$ cat config.mk
export PLATFORM = sky130hd
export DESIGN_NAME = bus_arbiter
export DESIGN_NICKNAME = d
export VERILOG_FILES = /design/src/rtl/cpuv2_bus_pkg.sv /design/src/rtl/bus_arb_timer.sv /design/src/rtl/bus_arbiter.sv
export SDC_FILE = /design/constraint.sdc
export NUM_CORES = 1
export LEC_CHECK = 0
export BUFFER_PORTS_ARGS = -buffer_cell sky130_fd_sc_hd__buf_2
export CAP_MARGIN = 20
export CORE_AREA = 3 3 121 123
export CTS_CLUSTER_SIZE = 30
export DETAILED_ROUTE_END_ITERATION = 8
export DIE_AREA = 0 0 124 126
export SLEW_MARGIN = 20
export SYNTH_ARGS = -nofsm -noshare
export SYNTH_HDL_FRONTEND = slang
export SYNTH_SLANG_ARGS = --single-unit
export TNS_END_PERCENT = 100
$ cat constraint.sdc
create_clock -name clk -period 4.6 [get_ports clk]
set_input_delay 0.92 -clock clk [delete_from_list [all_inputs] [get_ports clk]]
set_output_delay 0.92 -clock clk [all_outputs]
set_load 0.05 [all_outputs]
$ cat src/rtl/cpuv2_bus_pkg.sv
// Shared bus definitions for the two-master memory bus arbiter.
package cpuv2_bus_pkg;

    localparam int BUS_AW   = 32;
    localparam int BUS_DW   = 32;
    localparam int BUS_SELW = 4;

    localparam logic [BUS_DW-1:0] TMO_DEAD_DATA = 32'h0;

    typedef enum logic [1:0] {
        IDLE = 2'd0,
        GNT0 = 2'd1,
        GNT1 = 2'd2
    } arb_state_t;

endpackage

$ cat src/rtl/bus_arb_timer.sv
// Watchdog counter for a granted transfer; used only when ARB_TIMEOUT_EN is defined.
module bus_arb_timer #(
    parameter int LIMIT = 16
) (
    input  logic clk,
    input  logic rst_ni,
    input  logic clr_i,
    input  logic en_i,
    output logic expire_o
);

    localparam int CW = $clog2(LIMIT + 1);

    logic [CW-1:0] cnt_q, cnt_d;

    always_comb begin
        cnt_d = cnt_q;
        if (clr_i)     cnt_d = '0;
        else if (en_i) cnt_d = cnt_q + 1'b1;
    end

    always_ff @(posedge clk or negedge rst_ni) begin
        if (!rst_ni) cnt_q <= '0;
        else         cnt_q <= cnt_d;
    end

    assign expire_o = (cnt_q == CW'(LIMIT - 1));

endmodule

$ cat src/rtl/bus_arbiter.sv
// Round-robin arbiter sharing one memory bus between the cpu (m0) and DMA/loader (m1).
// Define ARB_TIMEOUT_EN to terminate transfers the slave never acknowledges.
module bus_arbiter
    import cpuv2_bus_pkg::*;
#(
    parameter int AW      = BUS_AW,
    parameter int DW      = BUS_DW,
    parameter int TMO_CYC = 16
) (
    input  logic                clk,
    input  logic                rst_ni,
    input  logic [AW-1:0]       m0_adr_i,
    input  logic [DW-1:0]       m0_dat_i,
    input  logic                m0_we_i,
    input  logic [BUS_SELW-1:0] m0_sel_i,
    input  logic                m0_stb_i,
    output logic [DW-1:0]       m0_dat_o,
    output logic                m0_ack_o,
    output logic                m0_err_o,
    input  logic [AW-1:0]       m1_adr_i,
    input  logic [DW-1:0]       m1_dat_i,
    input  logic                m1_we_i,
    input  logic [BUS_SELW-1:0] m1_sel_i,
    input  logic                m1_stb_i,
    output logic [DW-1:0]       m1_dat_o,
    output logic                m1_ack_o,
    output logic                m1_err_o,
    output logic [AW-1:0]       s_adr_o,
    output logic [DW-1:0]       s_dat_o,
    output logic                s_we_o,
    output logic [BUS_SELW-1:0] s_sel_o,
    output logic                s_stb_o,
    input  logic [DW-1:0]       s_dat_i,
    input  logic                s_ack_i,
    output logic [1:0]          gnt_o
);

    arb_state_t state_q, state_d;
    logic       last_q, last_d;   // 0: m0 was served last, 1: m1
    logic       tmo_hit;

`ifdef ARB_TIMEOUT_EN
    logic gstb;
    logic tmr_expire;

    assign gstb = ((state_q == GNT0) && m0_stb_i) || ((state_q == GNT1) && m1_stb_i);

    bus_arb_timer #(.LIMIT(TMO_CYC)) u_timer (
        .clk     (clk),
        .rst_ni  (rst_ni),
        .clr_i   (state_q == IDLE),
        .en_i    (gstb && !s_ack_i),
        .expire_o(tmr_expire)
    );

    // A genuine ack in the expiry cycle wins and reports no error.
    assign tmo_hit = tmr_expire && gstb && !s_ack_i;
`else
    assign tmo_hit = 1'b0;
`endif

    always_comb begin
        state_d  = state_q;
        last_d   = last_q;
        s_adr_o  = '0;
        s_dat_o  = '0;
        s_we_o   = 1'b0;
        s_sel_o  = '0;
        s_stb_o  = 1'b0;
        m0_dat_o = '0;
        m0_ack_o = 1'b0;
        m0_err_o = 1'b0;
        m1_dat_o = '0;
        m1_ack_o = 1'b0;
        m1_err_o = 1'b0;
        case (state_q)
            IDLE: begin
                if (m0_stb_i && (!m1_stb_i || last_q)) state_d = GNT0;
                else if (m1_stb_i)                     state_d = GNT1;
            end
            GNT0: begin
                s_adr_o  = m0_adr_i;
                s_dat_o  = m0_dat_i;
                s_we_o   = m0_we_i;
                s_sel_o  = m0_sel_i;
                s_stb_o  = m0_stb_i && !tmo_hit;
                m0_ack_o = (s_ack_i && m0_stb_i) || tmo_hit;
                m0_err_o = tmo_hit;
                m0_dat_o = tmo_hit ? DW'(TMO_DEAD_DATA) : s_dat_i;
                // An abort releases the bus without counting as a served turn.
                if (!m0_stb_i) begin
                    state_d = IDLE;
                end else if (s_ack_i || tmo_hit) begin
                    state_d = IDLE;
                    last_d  = 1'b0;
                end
            end
            GNT1: begin
                s_adr_o  = m1_adr_i;
                s_dat_o  = m1_dat_i;
                s_we_o   = m1_we_i;
                s_sel_o  = m1_sel_i;
                s_stb_o  = m1_stb_i && !tmo_hit;
                m1_ack_o = (s_ack_i && m1_stb_i) || tmo_hit;
                m1_err_o = tmo_hit;
                m1_dat_o = tmo_hit ? DW'(TMO_DEAD_DATA) : s_dat_i;
                if (!m1_stb_i) begin
                    state_d = IDLE;
                end else if (s_ack_i || tmo_hit) begin
                    state_d = IDLE;
                    last_d  = 1'b1;
                end
            end
            default: state_d = IDLE;
        endcase
    end

    always_ff @(posedge clk or negedge rst_ni) begin
        if (!rst_ni) begin
            state_q <= IDLE;
            last_q  <= 1'b1;
        end else begin
            state_q <= state_d;
            last_q  <= last_d;
        end
    end

    assign gnt_o = {state_q == GNT1, state_q == GNT0};

endmodule

==> flow_summary.json, run 1 <==
{
  "final_cell_mix": "buf_2 (312), a22oi_1 (69), nor2b_1 (69)",
  "syn_inst": 268,
  "cp_slowest_cell": "ha_4",
  "ys_types": 21,
  "path_max_fanout": 85,
  "setup_viol": 0,
  "required_ns": 3.68,
  "syn_area_per_cell_um2": 6.69,
  "r2r_end": "last_q",
  "synth_seq_cells": 3,
  "drt.antenna.violating_nets": 0,
  "min_period_ns": 3.35,
  "die_x_um": 124,
  "crit_type": "reg -> out",
  "routed_wl_mm": 10.3,
  "io_pins": 315,
  "synthTopCellsByArea": "a22oi_1 (29%), nor2b_1 (24%), and2_1 (23%)",
  "path_cells": "inv_1 -> ha_4 -> buf_4 -> a22oi_1 -> nor2b_1 -> buf_2",
  "cap_violations": 0,
  "rsz0062_at_grt": "no",
  "tightest_slew_ns": 0.966,
  "max_freq_mhz": 299,
  "nNetsFinal": 737,
  "die_h_um": 126,
  "final_layout_size_suffix_gt1_share_pct": 58.1,
  "regToRegSetupSlack_ns": 2.58,
  "drc": 0,
  "cp.arrival_ns": 2.43,
  "final_common_cell": "buf_2",
  "grt-ovfl-total": 0,
  "grt_use_met3_pct": 1.71,
  "r2r-start": "state_q[0]",
  "cellPowerDensity_nw_per_um2": 780,
  "netlist_area_um2": 1790,
  "antenna_cells": 0,
  "ir_drop_uv": 381,
  "core_area_um2": 13800,
  "rows": 43,
  "fillers": 1565,
  "grt_use_total_pct": 11.4,
  "cp-start-kind": "register",
  "post_cts_resized": 0,
  "drt_iter0_drc": 132,
  "synth_largest_area_cell": "a22oi_1",
  "status": "finished, final reports clean",
  "cts_buffers": 3,
  "start_util_pct": 13.0,
  "ys_seq_area_share_pct": 4.25,
  "port_buffers": 312,
  "htree_levels": 1,
  "top_usage_layer": "met2",
  "path_delay_family": "buffers and inverters",
  "grt_util_met2_pct": 20.8,
  "grt_start_max_net_pins": 86,
  "slowest_delay_ns": 0.68,
  "antenna_found_initial": 0,
  "clockBufferDepth": 2,
  "vias": 3050,
  "fin_skew_ns": 0.00174,
  "period_share_pct": 72.8,
  "wl_per_cell_um": 13.9,
  "cts-root-buf": "clkbuf_16",
  "grtUsageMet1_pct": 14.4,
  "cts_setup_buffers": 0,
  "finalWeightedCongestion": 0.786,
  "grt_first_pass_wirelength_mm": 14.5,
  "min-delay-path-class": "in -> async",
  "clock_latency_ns": 0.23,
  "final_max_slew_viol_count": 0,
  "grt_pass1_vias": 2808,
  "total_power_mw": 2.77,
  "r2r_cells": 5,
  "clkTransAtPathRegs_ns": 0.03,
  "setup_tns_ns": 0,
  "hpwlAfterDp_mm": 8.31,
  "cts_tree": "yes",
  "synth_top_area_share_pct": 28.9,
  "crit_buf_inv": 3,
  "hold_viol": 0,
  "clock_sinks": 3,
  "firstDrtPassIters": 4,
  "routed_via_density": 4.14,
  "syn2layout_area_growth_pct": 97.7,
  "dieArea_um2": 15600,
  "leakage_nw": 2.00,
  "yosysWarnings": 0,
  "crit_path_end_kind": "output port",
  "cts_hold_buf": 0,
  "relSlewSlack_pct": 35.6
}
-- area by class of cell --
type | count | area [um^2] | share of cell area [%]
Multi-Input combinational cell | 230 | 1570 | 44.2
Sequential cell | 3 | 76.3 | 2.15
Tap cell | 180 | 225 | 6.35
Timing Repair Buffer | 315 | 1580 | 44.7
Inverter | 4 | 15.0 | 0.423
Clock buffer | 4 | 78.8 | 2.22
-- synth_stat cells --
| cell | instances |
|---|---|
| clkbuf_1 | 14 |
| inv_1 | 4 |
| buf_4 | 4 |
| nor3_1 | 1 |
| nand2b_1 | 2 |
| nor3b_1 | 1 |
| a32o_1 | 4 |
| a22oi_1 | 69 |
| buf_6 | 1 |
| nand2_1 | 6 |
| conb_1 | 1 |
| nor2b_1 | 69 |
| dfrtp_1 | 2 |
| and2_1 | 65 |
| buf_2 | 11 |
| ha_1 | 5 |
| dfstp_2 | 1 |
| nor2_1 | 4 |
| a31oi_1 | 1 |
| buf_1 | 2 |
| nor4b_2 | 1 |
-- registers in the layout, indices dropped and copies added, names as in the netlist --
name / cells
state_q: 2
last_q: 1
-- cells by family after synthesis --
family,share of synthesized area [%]
compound gates,31.5
fa+ha+maj,3.49
buf+inv,9.55
flops,4.25
other cells,0.209
simple gates,51.0
-- through the flow --
| stage | area, um^2 | hold slack (ns) | setup slack, ns | utilization, % | cells |
|---|---|---|---|---|---|
| detailed placement | 3470 | 0.583 | 1.48 | 25.2 | 732 |
| CTS | 3550 | 0.483 | 1.23 | 25.8 | 736 |
| finish | 3550 | 0.482 | 1.25 | 25.8 | 736 |
| floorplan | 1800 | 0.536 | 1.45 | - | 269 |
| global placement | 3470 | 0.600 | 1.47 | 25.2 | 732 |
| global route | 3550 | 0.488 | 1.01 | 25.8 | 736 |
-- power by group --
group | internal, mW | switching (mW) | leakage [nW]
logic | 0.706 | 1.86 | 1.93
clock network | 0.114 | 0.0250 | 0.0382
registers | 0.0426 | 0.0187 | 0.0364
total | 0.863 | 1.91 | 2.00
-- layer usage --
layer / up-vias / part of all wire, %
li1: 1501 / -
met1: 1370 / 41
met2: 174 / 50
met3: 5 / 9.2
met4: 0 / 0.34
met5: - / 0
-- how the worst max path moves through the flow --
| stage | end | slack, ns | depth (start not counted) | from |
|---|---|---|---|---|
| floorplan | s_adr_o[18] | 1.45 | 6 | state_q[1] |
| CTS | s_dat_o[24] | 1.23 | 6 | state_q[0] |
| global route | s_dat_o[12] | 1.01 | 6 | state_q[0] |
| detailed placement | s_dat_o[24] | 1.48 | 6 | state_q[0] |
| global placement | s_adr_o[0] | 1.47 | 6 | state_q[1] |
| finish | s_adr_o[0] | 1.25 | 6 | state_q[1] |
No activity file was read; power rests on OpenSTA's default activity.
==> run 2: changes to the inputs <==
--- a/config.mk
+++ b/config.mk
@@ -7,10 +7,10 @@
 export LEC_CHECK = 0
 export BUFFER_PORTS_ARGS = -buffer_cell sky130_fd_sc_hd__buf_2
 export CAP_MARGIN = 20
-export CORE_AREA = 3 3 121 123
+export CORE_AREA = 3 3 122 124
 export CTS_CLUSTER_SIZE = 30
 export DETAILED_ROUTE_END_ITERATION = 8
-export DIE_AREA = 0 0 124 126
+export DIE_AREA = 0 0 125 127
 export SLEW_MARGIN = 20
 export SYNTH_ARGS = -nofsm -noshare
 export SYNTH_HDL_FRONTEND = slang
==> constraint.sdc (replaced) <==
create_clock -name clk -period 2.9 [get_ports clk]
set_input_delay 0.58 -clock clk [delete_from_list [all_inputs] [get_ports clk]]
set_output_delay 0.58 -clock clk [all_outputs]
set_load 0.05 [all_outputs]
==> flow_summary.json, run 2 (synthesis results as in run 1) <==
{
  "firstDrtPassIters": 4,
  "grt_start_max_net_pins": 47,
  "leakage_nw": 2.03,
  "io_pins": 315,
  "cp-start-kind": "register",
  "clockBufferDepth": 2,
  "status": "finished, final reports clean",
  "dp.cells": 737,
  "cts_hold_buf": 0,
  "grt_use_total_pct": 12.4,
  "routed_via_density": 4.19,
  "period_share_pct": 91.1,
  "cellPowerDensity_nw_per_um2": 1240,
  "clock_sinks": 3,
  "setup_viol": 0,
  "port_buffers": 312,
  "p_int_mw": 1.40,
  "antenna_found_initial": 0,
  "final_layout_size_suffix_gt1_share_pct": 58.5,
  "fin_skew_ns": 0.000423,
  "cts_setup_buffers": 0,
  "seqPwrFrac_pct": 2.2,
  "power.share.combinational_pct": 92.8,
  "largest_register": "state_q",
  "clock_latency_ns": 0.23,
  "routed_wl_mm": 11.0,
  "htree_levels": 1,
  "die_x_um": 125,
  "cts-root-buf": "clkbuf_16",
  "fillers": 1565,
  "hold_viol": 0,
  "cts_tree": "yes",
  "grt_pass1_vias": 2885,
  "largest_reg_flops": 2,
  "finalWeightedCongestion": 0.726,
  "vias": 3107,
  "crit_path_end_kind": "output port",
  "path_max_fanout": 42,
  "fin_cells": 741,
  "rsz0062_at_grt": "no",
  "power.switching_mw": 3.06,
  "max_freq_mhz": 378,
  "dieArea_um2": 15900,
  "top_regs": "state_q: 2 flops, last_q: 1 flops",
  "grt_first_pass_wirelength_mm": 16.1,
  "final_max_slew_viol_count": 0,
  "syn2layout_area_growth_pct": 100,
  "grt-ovfl-total": 0,
  "cts_buffers": 3,
  "final_cell_mix": "buf_2 (312), a22oi_1 (69), nor2b_1 (69)",
  "cp.arrival_ns": 2.06,
  "clkTransAtPathRegs_ns": 0.03,
  "min_period_ns": 2.64,
  "min-delay-path-class": "in -> async",
  "start_util_pct": 12.9,
  "required_ns": 2.32,
  "final_common_cell": "buf_2",
  "swShare_pct": 68.6,
  "ir_drop_uv": 579,
  "clkPwrFrac_pct": 5.0,
  "die_h_um": 127,
  "drt_iter0_drc": 98,
  "post_cts_resized": 0,
  "antenna_cells": 0,
  "core_area_um2": 13900,
  "drt.antenna.violating_nets": 0,
  "wl_per_cell_um": 14.8,
  "hpwlAfterDp_mm": 9.25,
  "slowest_delay_ns": 0.45,
  "path_cells": "inv_1 -> ha_2 -> buf_4 -> a22oi_1 -> nor2b_1 -> buf_2",
  "nNetsFinal": 742,
  "drc": 0,
  "rows": 43,
  "cp_slowest_cell": "dfrtp_1",
  "cap_violations": 0,
  "crit_type": "reg -> out",
  "setup_tns_ns": 0
}
-- run 2: changes by cell type in the layout (fill, tap and decap cells not counted), sizes merged --
cell / delta
buf: +5
-- run 2: worst paths after layout --
kind                            cells after the start  slack [ns]     endpoint        from
worst max-delay path                                6        0.26  s_dat_o[15]  state_q[0]
worst min-delay path                                1        0.15   state_q[0]      rst_ni
worst max register to register                      5        1.28       last_q  state_q[1]
worst min register to register                      2        0.57       last_q      last_q
max in group asynchronous                           1        2.55       last_q      rst_ni
min in group clk                                    2        0.57       last_q      last_q
-- run 2: power by group through the flow --
stage	Clock, mW	Combinational, mW	Sequential (mW)
after floorplan	0	3.25	0.0866
after detailed placement	0	4.19	0.0961
after global placement	0	4.19	0.0960
final	0.224	4.15	0.0963
after global routing	0.234	4.39	0.101
after CTS	0.229	4.20	0.0968
-- run 2: area by class of cell --
cell class | count | area (um^2) | share of cell area (%)
well taps | 180 | 225 | 6.26
multi-input cells | 230 | 1570 | 43.6
inverters | 4 | 15.0 | 0.417
flip-flops and latches | 3 | 76.3 | 2.12
repair buffers | 320 | 1630 | 45.4
clock buffers | 4 | 78.8 | 2.19
-- run 2: through the flow --
stage                     cell area, um^2  hold slack, ns  power, mW  utilization [%]  worst slack [ns]
after detailed placement             3520           0.383       4.29             25.3             0.424
after floorplan                      1800           0.284       3.34                -            0.0938
after CTS                            3600           0.146       4.53             25.9             0.169
after global placement               3520           0.382       4.29             25.3             0.403
after global routing                 3600           0.149       4.73             25.9             0.122
final                                3600           0.148       4.47             25.9             0.257
-- run 2: critical path: cells and delay by family, from the launching register on --
family	cells	cell delay, ns
AO/OA/AOI/OAI	1	0.22
adder cells (fa/ha/maj)	1	0.20
buffers and inverters	3	0.79
flip-flops	1	0.45
AND/OR/NAND/NOR	1	0.14
-- run 2: per-layer routing --
layer | wire [um] | GRT usage, % | vias to the layer above
li1 | - | - | 1511
met1 | 4370 | 15.2 | 1376
met2 | 5500 | 22.5 | 207
met3 | 1030 | 2.84 | 13
met4 | 107 | 2.04 | 0
met5 | 0 | 0 | -
